--- src/rtl/lvds_frame_tx.sv ---
// lvds_frame_tx
//   Builds framed image lines for the LVDS transmit path, one 16-bit word
//   every WORD_DIV clk40M cycles. Each line is FFFF, FFFF, AAAA, 16 pixels,
//   then GAP_WORDS zero words. Pixels come either from an upstream
//   valid/consume source (mode=0) or from an internal 16-bit ramp (mode=1).
//
// Parameters
//   WORD_DIV  : clk40M cycles per output word (2..255)
//   GAP_WORDS : zero words after the last pixel of each line (1..255)
//
// Ports
//   clk40M   in   system clock
//   nRst     in   asynchronous active-low reset
//   start    in   one-cycle frame request, dropped while busy
//   mode     in   pixel source, sampled with start (0 stream, 1 ramp)
//   numLines in   lines per frame, sampled with start
//   pixIn    in   upstream pixel word
//   pixValid in   pixIn holds a valid pixel
//   pixRd    out  consume pulse; pixIn is taken in this cycle
//   txData   out  word presented to the serializer
//   txStrobe out  word tick; txData takes its next word at the end of this cycle
//   busy     out  frame in progress
//   done     out  one-cycle pulse on the final tick of a frame
//   underrun out  sticky: a stream pixel slot found no valid data
module lvds_frame_tx #(
    parameter int WORD_DIV  = 40,
    parameter int GAP_WORDS = 4
) (
    input  logic        clk40M,
    input  logic        nRst,
    input  logic        start,
    input  logic        mode,
    input  logic [7:0]  numLines,
    input  logic [15:0] pixIn,
    input  logic        pixValid,
    output logic        pixRd,
    output logic [15:0] txData,
    output logic        txStrobe,
    output logic        busy,
    output logic        done,
    output logic        underrun
);

    localparam logic [15:0] PREAMBLE_WORD = 16'hFFFF;
    localparam logic [15:0] SYNC_WORD     = 16'hAAAA;
    localparam logic [7:0]  DIV_LAST      = 8'(WORD_DIV - 1);
    localparam logic [7:0]  GAP_LAST      = 8'(GAP_WORDS - 1);

    typedef enum logic [2:0] {
        S_IDLE,
        S_PRE0,
        S_PRE1,
        S_SYNC,
        S_PIXEL,
        S_GAP
    } state_t;

    state_t      state;
    state_t      state_next;

    logic [7:0]  div_cnt;
    logic        tick;
    logic [3:0]  pix_idx;
    logic [7:0]  gap_cnt;
    logic [7:0]  lines_left;
    logic        ramp_mode;
    logic [15:0] ramp_cnt;

    logic        start_ok;
    logic        load_pixel;
    logic        end_frame;
    logic [15:0] word_next;

    // Free-running word-rate divider; it keeps ticking in IDLE so the
    // serializer always sees a constant word rate.
    // NOTE: state registers use non-blocking assignments so every flop
    // samples the pre-edge values, independent of statement order.
    always_ff @(posedge clk40M or negedge nRst) begin
        if (!nRst) begin
            div_cnt <= '0;
        end else if (tick) begin
            div_cnt <= '0;
        end else begin
            div_cnt <= div_cnt + 8'd1;
        end
    end

    assign tick     = (div_cnt == DIV_LAST);
    assign txStrobe = tick;

    // A start is only taken while fully idle; one arriving mid-frame is lost.
    assign start_ok = start && (state == S_IDLE) && !busy;

    always_ff @(posedge clk40M or negedge nRst) begin
        if (!nRst) begin
            state <= S_IDLE;
        end else begin
            state <= state_next;
        end
    end

    // Next-state and next-word decode; everything advances only on a tick.
    // txData is registered, so the word chosen here shows up on txData right
    // after the tick edge and is held until the following tick.
    // NOTE: every always_comb output gets a default first so no path through
    // the case leaves a signal unassigned and infers a latch.
    always_comb begin
        state_next = state;
        word_next  = 16'h0000;
        load_pixel = 1'b0;
        end_frame  = 1'b0;

        if (tick) begin
            case (state)
                S_IDLE: begin
                    // busy set with state still IDLE means a start is pending.
                    if (busy) begin
                        if (lines_left != 8'd0) begin
                            state_next = S_PRE0;
                            word_next  = PREAMBLE_WORD;
                        end else begin
                            end_frame = 1'b1;
                        end
                    end
                end
                S_PRE0: begin
                    state_next = S_PRE1;
                    word_next  = PREAMBLE_WORD;
                end
                S_PRE1: begin
                    state_next = S_SYNC;
                    word_next  = SYNC_WORD;
                end
                S_SYNC: begin
                    state_next = S_PIXEL;
                    load_pixel = 1'b1;
                end
                S_PIXEL: begin
                    // pix_idx counts the pixels still to come in this line.
                    if (pix_idx != 4'd0) begin
                        load_pixel = 1'b1;
                    end else begin
                        state_next = S_GAP;
                    end
                end
                S_GAP: begin
                    if (gap_cnt == 8'd0) begin
                        if (lines_left > 8'd1) begin
                            state_next = S_PRE0;
                            word_next  = PREAMBLE_WORD;
                        end else begin
                            state_next = S_IDLE;
                            end_frame  = 1'b1;
                        end
                    end
                end
                default: begin
                    state_next = S_IDLE;
                end
            endcase
        end

        // A missing stream pixel goes out as zero: the receiver has no flow
        // control, so the line length must never change.
        if (load_pixel) begin
            if (ramp_mode) begin
                word_next = ramp_cnt;
            end else if (pixValid) begin
                word_next = pixIn;
            end else begin
                word_next = 16'h0000;
            end
        end
    end

    assign pixRd = load_pixel && !ramp_mode && pixValid;
    assign done  = end_frame;

    always_ff @(posedge clk40M or negedge nRst) begin
        if (!nRst) begin
            txData     <= '0;
            busy       <= 1'b0;
            underrun   <= 1'b0;
            ramp_mode  <= 1'b0;
            lines_left <= '0;
            ramp_cnt   <= '0;
            pix_idx    <= '0;
            gap_cnt    <= '0;
        end else begin
            if (start_ok) begin
                busy       <= 1'b1;
                ramp_mode  <= mode;
                lines_left <= numLines;
                underrun   <= 1'b0;
                ramp_cnt   <= '0;
            end

            if (tick) begin
                txData <= word_next;

                if (state == S_SYNC) begin
                    pix_idx <= 4'd15;
                end else if (state == S_PIXEL) begin
                    pix_idx <= pix_idx - 4'd1;
                end

                if ((state == S_PIXEL) && (state_next == S_GAP)) begin
                    gap_cnt <= GAP_LAST;
                end else if ((state == S_GAP) && (gap_cnt != 8'd0)) begin
                    gap_cnt <= gap_cnt - 8'd1;
                end

                if ((state == S_GAP) && (state_next == S_PRE0)) begin
                    lines_left <= lines_left - 8'd1;
                end

                if (end_frame) begin
                    busy <= 1'b0;
                end
            end

            // The ramp runs on across lines and wraps naturally at 16 bits.
            if (load_pixel) begin
                if (ramp_mode) begin
                    ramp_cnt <= ramp_cnt + 16'd1;
                end else if (!pixValid) begin
                    underrun <= 1'b1;
                end
            end
        end
    end

endmodule

--- config.mk ---
export PLATFORM = sky130hd
export DESIGN_NAME = lvds_frame_tx
export DESIGN_NICKNAME = d
export VERILOG_FILES = /design/src/rtl/lvds_frame_tx.sv
export SDC_FILE = /design/constraint.sdc
export NUM_CORES = 1
export LEC_CHECK = 0
export BUFFER_PORTS_ARGS = -buffer_cell sky130_fd_sc_hd__buf_2
export CORE_AREA = 2 2 86 88
export DETAILED_ROUTE_END_ITERATION = 10
export DIE_AREA = 0 0 88 90
export PLACE_DENSITY = 0.73
export SLEW_MARGIN = 40
export SYNTH_ARGS = -nofsm -noshare
export SYNTH_HDL_FRONTEND = slang
export SYNTH_SLANG_ARGS = --single-unit
--- constraint.sdc ---
create_clock -name clk40M -period 2.8 [get_ports clk40M]
set_clock_uncertainty 0.15 [all_clocks]
set_input_delay 0.7 -clock clk40M [delete_from_list [all_inputs] [get_ports clk40M]]
set_output_delay 0.7 -clock clk40M [all_outputs]
set_load 0.01 [all_outputs]
==> results of run 1 <==
## sequential cells by signal (all words and copies together) (netlist names)
name        cells
txData         16
pix_idx         4
ramp_mode       1
underrun        1
busy            1
ramp_cnt       16
gap_cnt         8
lines_left      8
state           3
div_cnt         8
## routing by layer
layer  part of all wire [%]  up-vias  GRT usage (%)
met5                      0        -              0
li1                       -     1497              -
met3                    5.8       13           7.25
met2                     47       86           34.2
met4                    2.1        0           7.69
met1                     45     1502           30.4
## area by class of cell
type | instances | area, sq um | share of cell area [%]
clock inverters | 5 | 30.0 | 0.707
well taps | 99 | 124 | 2.92
multi-input cells | 283 | 1880 | 44.2
flip-flops and latches | 66 | 1650 | 38.9
inverters | 11 | 41.3 | 0.972
clock buffers | 11 | 141 | 3.33
repair buffers | 67 | 380 | 8.95
## cell usage after synthesis (2+ instances only)
library cell	instances
sky130_fd_sc_hd__o21ai_0	13
sky130_fd_sc_hd__or2_2	2
sky130_fd_sc_hd__a21oi_1	26
sky130_fd_sc_hd__nor3_1	10
sky130_fd_sc_hd__nor2b_1	3
sky130_fd_sc_hd__dfrtp_1	66
sky130_fd_sc_hd__a221o_1	2
sky130_fd_sc_hd__nand4_1	9
sky130_fd_sc_hd__and2_1	3
sky130_fd_sc_hd__and4_1	2
sky130_fd_sc_hd__a211o_1	3
sky130_fd_sc_hd__a21boi_0	2
sky130_fd_sc_hd__xor2_1	10
sky130_fd_sc_hd__ha_1	7
sky130_fd_sc_hd__a22oi_1	16
sky130_fd_sc_hd__nor4b_1	3
sky130_fd_sc_hd__inv_1	11
sky130_fd_sc_hd__nor4_1	6
sky130_fd_sc_hd__buf_2	3
sky130_fd_sc_hd__nor2_1	43
sky130_fd_sc_hd__o41ai_1	3
sky130_fd_sc_hd__xnor2_1	5
sky130_fd_sc_hd__nand3_1	20
sky130_fd_sc_hd__or4_1	4
sky130_fd_sc_hd__nand3b_1	2
sky130_fd_sc_hd__mux2i_1	9
sky130_fd_sc_hd__clkbuf_1	11
sky130_fd_sc_hd__nand2_1	37
sky130_fd_sc_hd__and3b_1	2
sky130_fd_sc_hd__nor3b_1	5
sky130_fd_sc_hd__and3_1	6
sky130_fd_sc_hd__nand2b_1	3
sky130_fd_sc_hd__o211ai_1	5
## cells by family (layout without fill, tap and decap cells)
| kind of cell | after synthesis | count (layout) |
|---|---|---|
| compound gates | 80 | 80 |
| simple gates | 171 | 171 |
| buf+inv | 26 | 94 |
| mux | 10 | 10 |
| xor+xnor | 15 | 15 |
| fa+ha+maj | 7 | 7 |
| flops | 66 | 66 |
## timing repair
action / in CTS / in global routing
buffers inserted: 1 / 0
pin swaps: 1 / 2
gates resized for setup: 3 / 10
setup endpoints to repair: 3 / 2
## per-stage QoR
step	TNS [ns]	hold slack, ns	cells	cell area, sq um
final	0	0.220	542	4250
after detailed placement	0	0.310	525	4010
after global routing	-0.0549	0.243	542	4250
after floorplan	0	0.254	375	3580
after CTS	0	0.232	542	4210
after global placement	0	0.300	525	4010
## power groups by stage
| stage | registers (uW) | logic, uW | clock network (uW) |
|---|---|---|---|
| 2_1_floorplan | 1050 | 86.4 | 0 |
| 3_3_place_gp | 1060 | 154 | 0 |
| 3_5_place_dp | 1060 | 158 | 0 |
| 4_1_cts | 1050 | 158 | 724 |
| 5_1_grt | 1060 | 176 | 780 |
| 6_report | 1050 | 157 | 716 |
## critical path: stages, from the launching register on
cell and delay [ns]:
sky130_fd_sc_hd__dfrtp_1 0.39, sky130_fd_sc_hd__inv_1 0.06, sky130_fd_sc_hd__ha_2 0.18, sky130_fd_sc_hd__nor3b_4 0.15
sky130_fd_sc_hd__o31a_1 0.29, sky130_fd_sc_hd__nor4b_4 0.31, sky130_fd_sc_hd__buf_2 0.19
## worst max-delay path by stage
| stage | from | endpoint | slack [ns] | cells after the start |
|---|---|---|---|---|
| finish | pix_idx[1]$_DFFE_PN0P_ | pixRd | 0.04 | 6 |
| global route | pix_idx[1]$_DFFE_PN0P_ | pixRd | -0.05 | 6 |
| CTS | div_cnt[0]$_DFF_PN0_ | pixRd | 0.02 | 5 |
| detailed placement | div_cnt[0]$_DFF_PN0_ | txData[15]$_DFFE_PN0P_ | 0.31 | 7 |
| global placement | pix_idx[0]$_DFFE_PN0P_ | pixRd | 0.35 | 6 |
| floorplan | pix_idx[0]$_DFFE_PN0P_ | pixRd | 0.07 | 7 |
==> results list, run 1 <==
* Clock sink count: 66
* Maximum VDD drop: 0.266 mV
- Routability-driven placement finished with a final weighted congestion of 0.902.
- Kind of path behind the tightest hold check: in -> async
- Synth Area in Simple Gates: 26.3%
- Post-synth top area share: 46.2%
- Across the run, the number of max-cap violations was 0.
* Worst-path maximum fanout: 4
* Clock latency at the later pin of the worst-skew pair: 0.36 ns
* Fmax: 363 MHz
* Core region area: 7020 sq um
* Switching part of the total power: 26.8%
* Synth Net Count: 411
* Syn-to-layout area delta: 18.8%
- The die is 90 um tall.
- Run status: complete, no violations
- Most common cell after layout, fill and taps aside: sky130_fd_sc_hd__dfrtp_1
- R2r startpoint: lines_left[4]$_DFF_PN0_
- Row generation in the floorplan step produced 31 rows.
- 0 antenna diodes ended up in the layout.
* Post-synthesis compound-gate area fraction: 15.7%
- The floorplan step defined a die boundary enclosing 7920 sq um.
- Number of nets still failing antenna checks after routing: 0
- In the routed layout, each cell is associated on average with a via count of 5.72.
- Gr usage total: 22.6%
- Minimum clock period: 2.76 ns
* Filler cells: 605
- Power density of the placed cells: 453 nW/um^2
- Of the total power, the clock network draws 37.2%.
- CTS H-Tree Depth: 3
* Drt initial violations: 194
* First-pass GRT wire length: 13.7 mm
- Summed over all layers, the global routing overflow is 0.
- Number of pins exceeding their max-slew limit in the final report: 0
- The hold violation total from the final report was 0.
- Once the floorplan was initialized, standard cells occupied 51.0% of the core.
- Final number of setup-violating endpoints: 0
* Clock-pin slew of the registers on the worst-case setup and hold paths: 0.07 ns
- Counting along the longest clock path gives a buffer depth of 2.
- After synthesis, flip-flops and latches occupy 46.2% of the total area.
- Sequential cell fraction of total power: 54.6%
* Slew at the pin with the worst max-slew slack: 0.602 ns
* Adder-cell share of the synthesized area: 2.45%
- Crit path launch type: flip-flop
- Unrepaired setup endpoints after global routing: true
- The die is 88 um wide.
* Quantity of hold-fixing buffers added after cts: 0
- Multiplexer cells account for 2.83% of the synthesized area.
- Internal power of the cells: 1410 uW
- Of the total synthesized cell area, the portion taken by XOR and XNOR cells is 3.67%.
- The worst register-to-register path has a depth of 5.
- Capture instance of the worst register-to-register path: txData[15]$_DFFE_PN0P_
* Worst endpoint data arrival time: 1.91 ns
- In the synthesized netlist the dominant register cell turns out to be sky130_fd_sc_hd__dfrtp_1.
* Vias after detailed routing: 3098
- Inserted Clock Buffers: 9
- Number of placed I/O pins: 50
- Maximum number of pins on one net before global-route repair: 36
- Max_slew headroom: 59.8%
- Proportion of power drawn by combinational gates: 8.2%
- Mean area per synthesized cell: 9.54 sq um
- Routed WL per cell: 15.9 um
- The top cell types in the final layout, fill and taps aside, are sky130_fd_sc_hd__dfrtp_1, sky130_fd_sc_hd__buf_2, sky130_fd_sc_hd__nor2_1.
* Synth warnings: 0
* Worst slack, placed: 0.310 ns
- Synthesized netlist cell count: 375
* Post-synth EDFFs: 0
- Cell types with the largest area share after synthesis: sky130_fd_sc_hd__dfrtp_1, sky130_fd_sc_hd__nor2_1, sky130_fd_sc_hd__nand2_1, sky130_fd_sc_hd__a21oi_1, sky130_fd_sc_hd__a22oi_1
* Largest area contributor in the netlist: sky130_fd_sc_hd__dfrtp_1
* Required time of the worst setup path: 1.95 ns
- TritonCTS clock tree: yes
- After detailed routing, the number of remaining DRC violations is 0.
- Number of global-route vias before repair: 2895
* Critical path capture point type: primary output
- The worst path uses 98.5% of the clock period.
- Number of flip-flops and latches in the synthesized netlist: 66
- Net total in the final layout: 474
- Half-perimeter wire length after detailed placement: 6.28 mm
* Yosys cell types: 56
- Cell area after synthesis: 3580 sq um
- Input and output buffers added on the ports amount to 49.
- By area, the combinational part of the netlist is dominated by simple AND/OR/NAND/NOR gates.
- After layout, the design draws a total of 1920 uW.
- The first TritonRoute pass finished after 5 iterations.
- Worst Setup Slack, final: 0.0416 ns
- Of the cells placed in the final design, the portion with a size suffix greater than 1 is 24.4%.
- The analysis attributes to cell leakage a power of 0.00185 uW.
- Root buffer cell: sky130_fd_sc_hd__clkbuf_8
* Antenna violations before repair: 0
* Crit Path Category: reg -> out
- Wires add up to 8.62 mm.
* Minimum setup slack among reg-to-reg paths: 0.28 ns
* Asr flop ratio synth: 100%
- The analysis attributes to net switching a power of 515 uW.
* Post-route core utilization: 60.5%
(Power assumes the default switching activity.)
==> run 2, diff against run 1 <==
--- a/config.mk
+++ b/config.mk
@@ -10,6 +10,7 @@
 export DETAILED_ROUTE_END_ITERATION = 10
 export DIE_AREA = 0 0 88 90
 export PLACE_DENSITY = 0.73
+export REMOVE_ABC_BUFFERS = 1
 export SLEW_MARGIN = 40
 export SYNTH_ARGS = -nofsm -noshare
 export SYNTH_HDL_FRONTEND = slang
==> run 2 against run 1 <==
Effect of this change: utilization rose by 1.6 points; cell area grew 2.7%; global-route usage up 0.64 points; sequential share of layout area shrank 0.99 points; setup slack improved by 0.0015 ns; flip-flop and latch count stayed put; clock-buffer cell count is the same; final cell count increased by 0.92%; sequential power about the same; largest cell class unchanged.
==> results list, run 2 (synthesis results as in run 1) <==
- Run status: complete, no violations
* Area of all placed cells without fillers: 4360 sq um
- The worst register-to-register path has a depth of 5.
* Worst Setup Slack, final: 0.0431 ns
- Worst hold slack across all endpoints: 0.209 ns
- Detailed routing inserted a total of 3169 vias.
- 0 antenna diodes ended up in the layout.
- For this run, the slowest stage of the critical path takes 0.44 ns.
* Root buffer cell: sky130_fd_sc_hd__clkbuf_8
* Crit Path Category: reg -> out
- Summing all placed instances gives a cell area of 4010 sq um.
- For this run, design rule violations remaining after detail routing come to 0.
- In this run the core area contains 31 standard-cell rows.
- From left edge to right edge, the die measures 88 um.
* Final number of setup-violating endpoints: 0
- LEAKAGE: 0.00191 uW
* First-pass GRT wire length: 14.5 mm
- At the placement stage, the worst setup path has a slack of 0.179 ns.
- Number of nets still failing antenna checks after routing: 0
- TritonCTS built the clock tree.
- For this run, the top clock speed supported by timing is 363 MHz.
* Required time of the worst setup path: 1.95 ns
- Number of buffers and inverters on the critical path: 1
* Core region area: 7020 sq um
- Final weighted congestion in routability-driven placement: 0.887
* Clock-pin slew of the registers on the worst-case setup and hold paths: 0.07 ns
- Maximum VDD drop: 0.272 mV
* IO buf count: 49
- Along the worst path, the maximum fanout reaches 4.
- The H-tree was split into 3 levels.
* Number of gates on the worst path with buffers counted: 5
* Capture instance of the worst register-to-register path: txData[7]$_DFFE_PN0P_
- The filler cells instantiated in the layout total 587.
* Power density of the placed cells: 482 nW/um^2
* Cell family contributing the most delay on the critical path: simple AND/OR/NAND/NOR gates
- Max-cap violations in this run came to 0.
- At the worst endpoint, the arrival time is 1.91 ns.
* Final cycle utilization of the critical path: 98.5%
* Most used cells in the layout excluding fill and tap cells: sky130_fd_sc_hd__dfrtp_1, sky130_fd_sc_hd__buf_2, sky130_fd_sc_hd__nor2_1
* Length of routed met3 wiring: 616 um
- The number of max-slew violations in the final report came to 0.
- Length of routed met2 wiring: 4.19 mm
- Slowest CP cell: sky130_fd_sc_hd__dfrtp_1
- For this run, the post-layout net count is 479.
- Aggregate global routing overflow: 0
- Setup repair after global routing could not meet its margin everywhere.
- Registers with the most flip-flops: ramp_cnt (16), txData (16)
* Number of failing hold endpoints at the final stage: 0
- Maximum number of pins on one net before global-route repair: 67
* Clock latency at the later pin of the worst-skew pair: 0.34 ns
- Kind of path behind the tightest hold check: in -> async
* Minimum clock period: 2.76 ns
- Critical path capture point type: primary output
- The initial antenna violation count was 0.
* Top Layer Used: met4
* Quantity of hold-fixing buffers added after cts: 0
- Ordered list of cells on the worst path: nor4_4 > and3_1 > nand3_1 > a21oi_1 > buf_2
- At the pin with the least slew margin, the transition time is 0.737 ns.
- Starting Density: 51.0%
- Half-perimeter wire length after detailed placement: 5.86 mm
- After detailed routing, the number of vias per cell comes to 5.79.
* Gr usage total: 23.2%
- Die area: 7920 sq um
- Cells with a size suffix above 1 make up 25.7% of the layout.
- In this run the register-to-register setup slack is 0.13 ns.
- At the end of the flow the core is filled with cells to 62.1%.
- For this block, wires on met1 add up to 3.73 mm.
- R2r startpoint: lines_left[4]$_DFF_PN0_
- Maximum count of clock buffers along a single path: 2
- Clock sink count: 66
- After detailed routing, the total wire length is 8.66 mm.
- Number of global-route vias before repair: 2971
* Syn-to-layout area delta: 22.0%
- Vertical die dimension: 90 um
- For this block, the initial DRC count from the detailed router was 237.
- Most common cell after layout, fill and taps aside: sky130_fd_sc_hd__dfrtp_1
* Inserted Clock Buffers: 9
* Number of placed I/O pins: 50
- Max_slew headroom: 50.8%
- Crit path launch type: flip-flop
- In the final routed layout, each cell accounts on average for 15.8 um.
- For this run, the detailed router's first-pass iteration total came to 5.
-- run 2: changes by cell type in the layout (fill, tap and decap cells not counted), moves of 2 or more --
cell | previous run | this run
sky130_fd_sc_hd__bufinv_16 | 0 | 2
sky130_fd_sc_hd__buf_4 | 18 | 22
sky130_fd_sc_hd__nor4_2 | 3 | 1
sky130_fd_sc_hd__nor4_4 | 1 | 3
-- run 2: final cells by class --
cell class	instances	area, sq um	area share, %
inverter	11	41.3	0.946
sequential	66	1660	37.9
clock buffer	11	141	3.24
tap	99	124	2.84
clock inverter	5	77.6	1.78
timing repair buffer	72	430	9.87
multi-input combinational	283	1890	43.4
-- run 2: how the worst max path moves through the flow --
stage,start,endpoint,slack (ns)
after floorplan,pix_idx[0]$_DFFE_PN0P_,pixRd,0.16
after global placement,lines_left[4]$_DFF_PN0_,txData[15]$_DFFE_PN0P_,0.24
after detailed placement,lines_left[4]$_DFF_PN0_,txData[15]$_DFFE_PN0P_,0.18
after CTS,pix_idx[0]$_DFFE_PN0P_,pixRd,0.03
after global routing,gap_cnt[2]$_DFFE_PN0P_,done,-0.03
final,gap_cnt[2]$_DFFE_PN0P_,done,0.04
-- run 2: metal layers --
layer / vias up / global-route usage (%)
met1: 1526 / 32.2
met3: 14 / 5.97
met4: 0 / 8.08
li1: 1515 / -
met5: - / 0
met2: 114 / 35.1
-- run 2: per-stage QoR --
stage | cells | power (uW) | setup TNS [ns]
2_1_floorplan | 360 | 1140 | 0
3_3_place_gp | 523 | 1210 | 0
3_5_place_dp | 523 | 1220 | 0
4_1_cts | 545 | 2120 | 0
5_1_grt | 547 | 2200 | -0.0261
6_report | 547 | 2100 | 0
-- run 2: report_power, final --
part	switching, uW	internal (uW)	total, uW
logic	84.4	75.1	160
registers	53.7	993	1050
clock network	373	523	896
-- run 2: timing repair --
action	in CTS	in global routing
endpoints found under the setup margin	2	2
pin swaps	3	2
gates resized for setup	10	6
endpoints found under the hold margin	0	0
buffers inserted	6	2
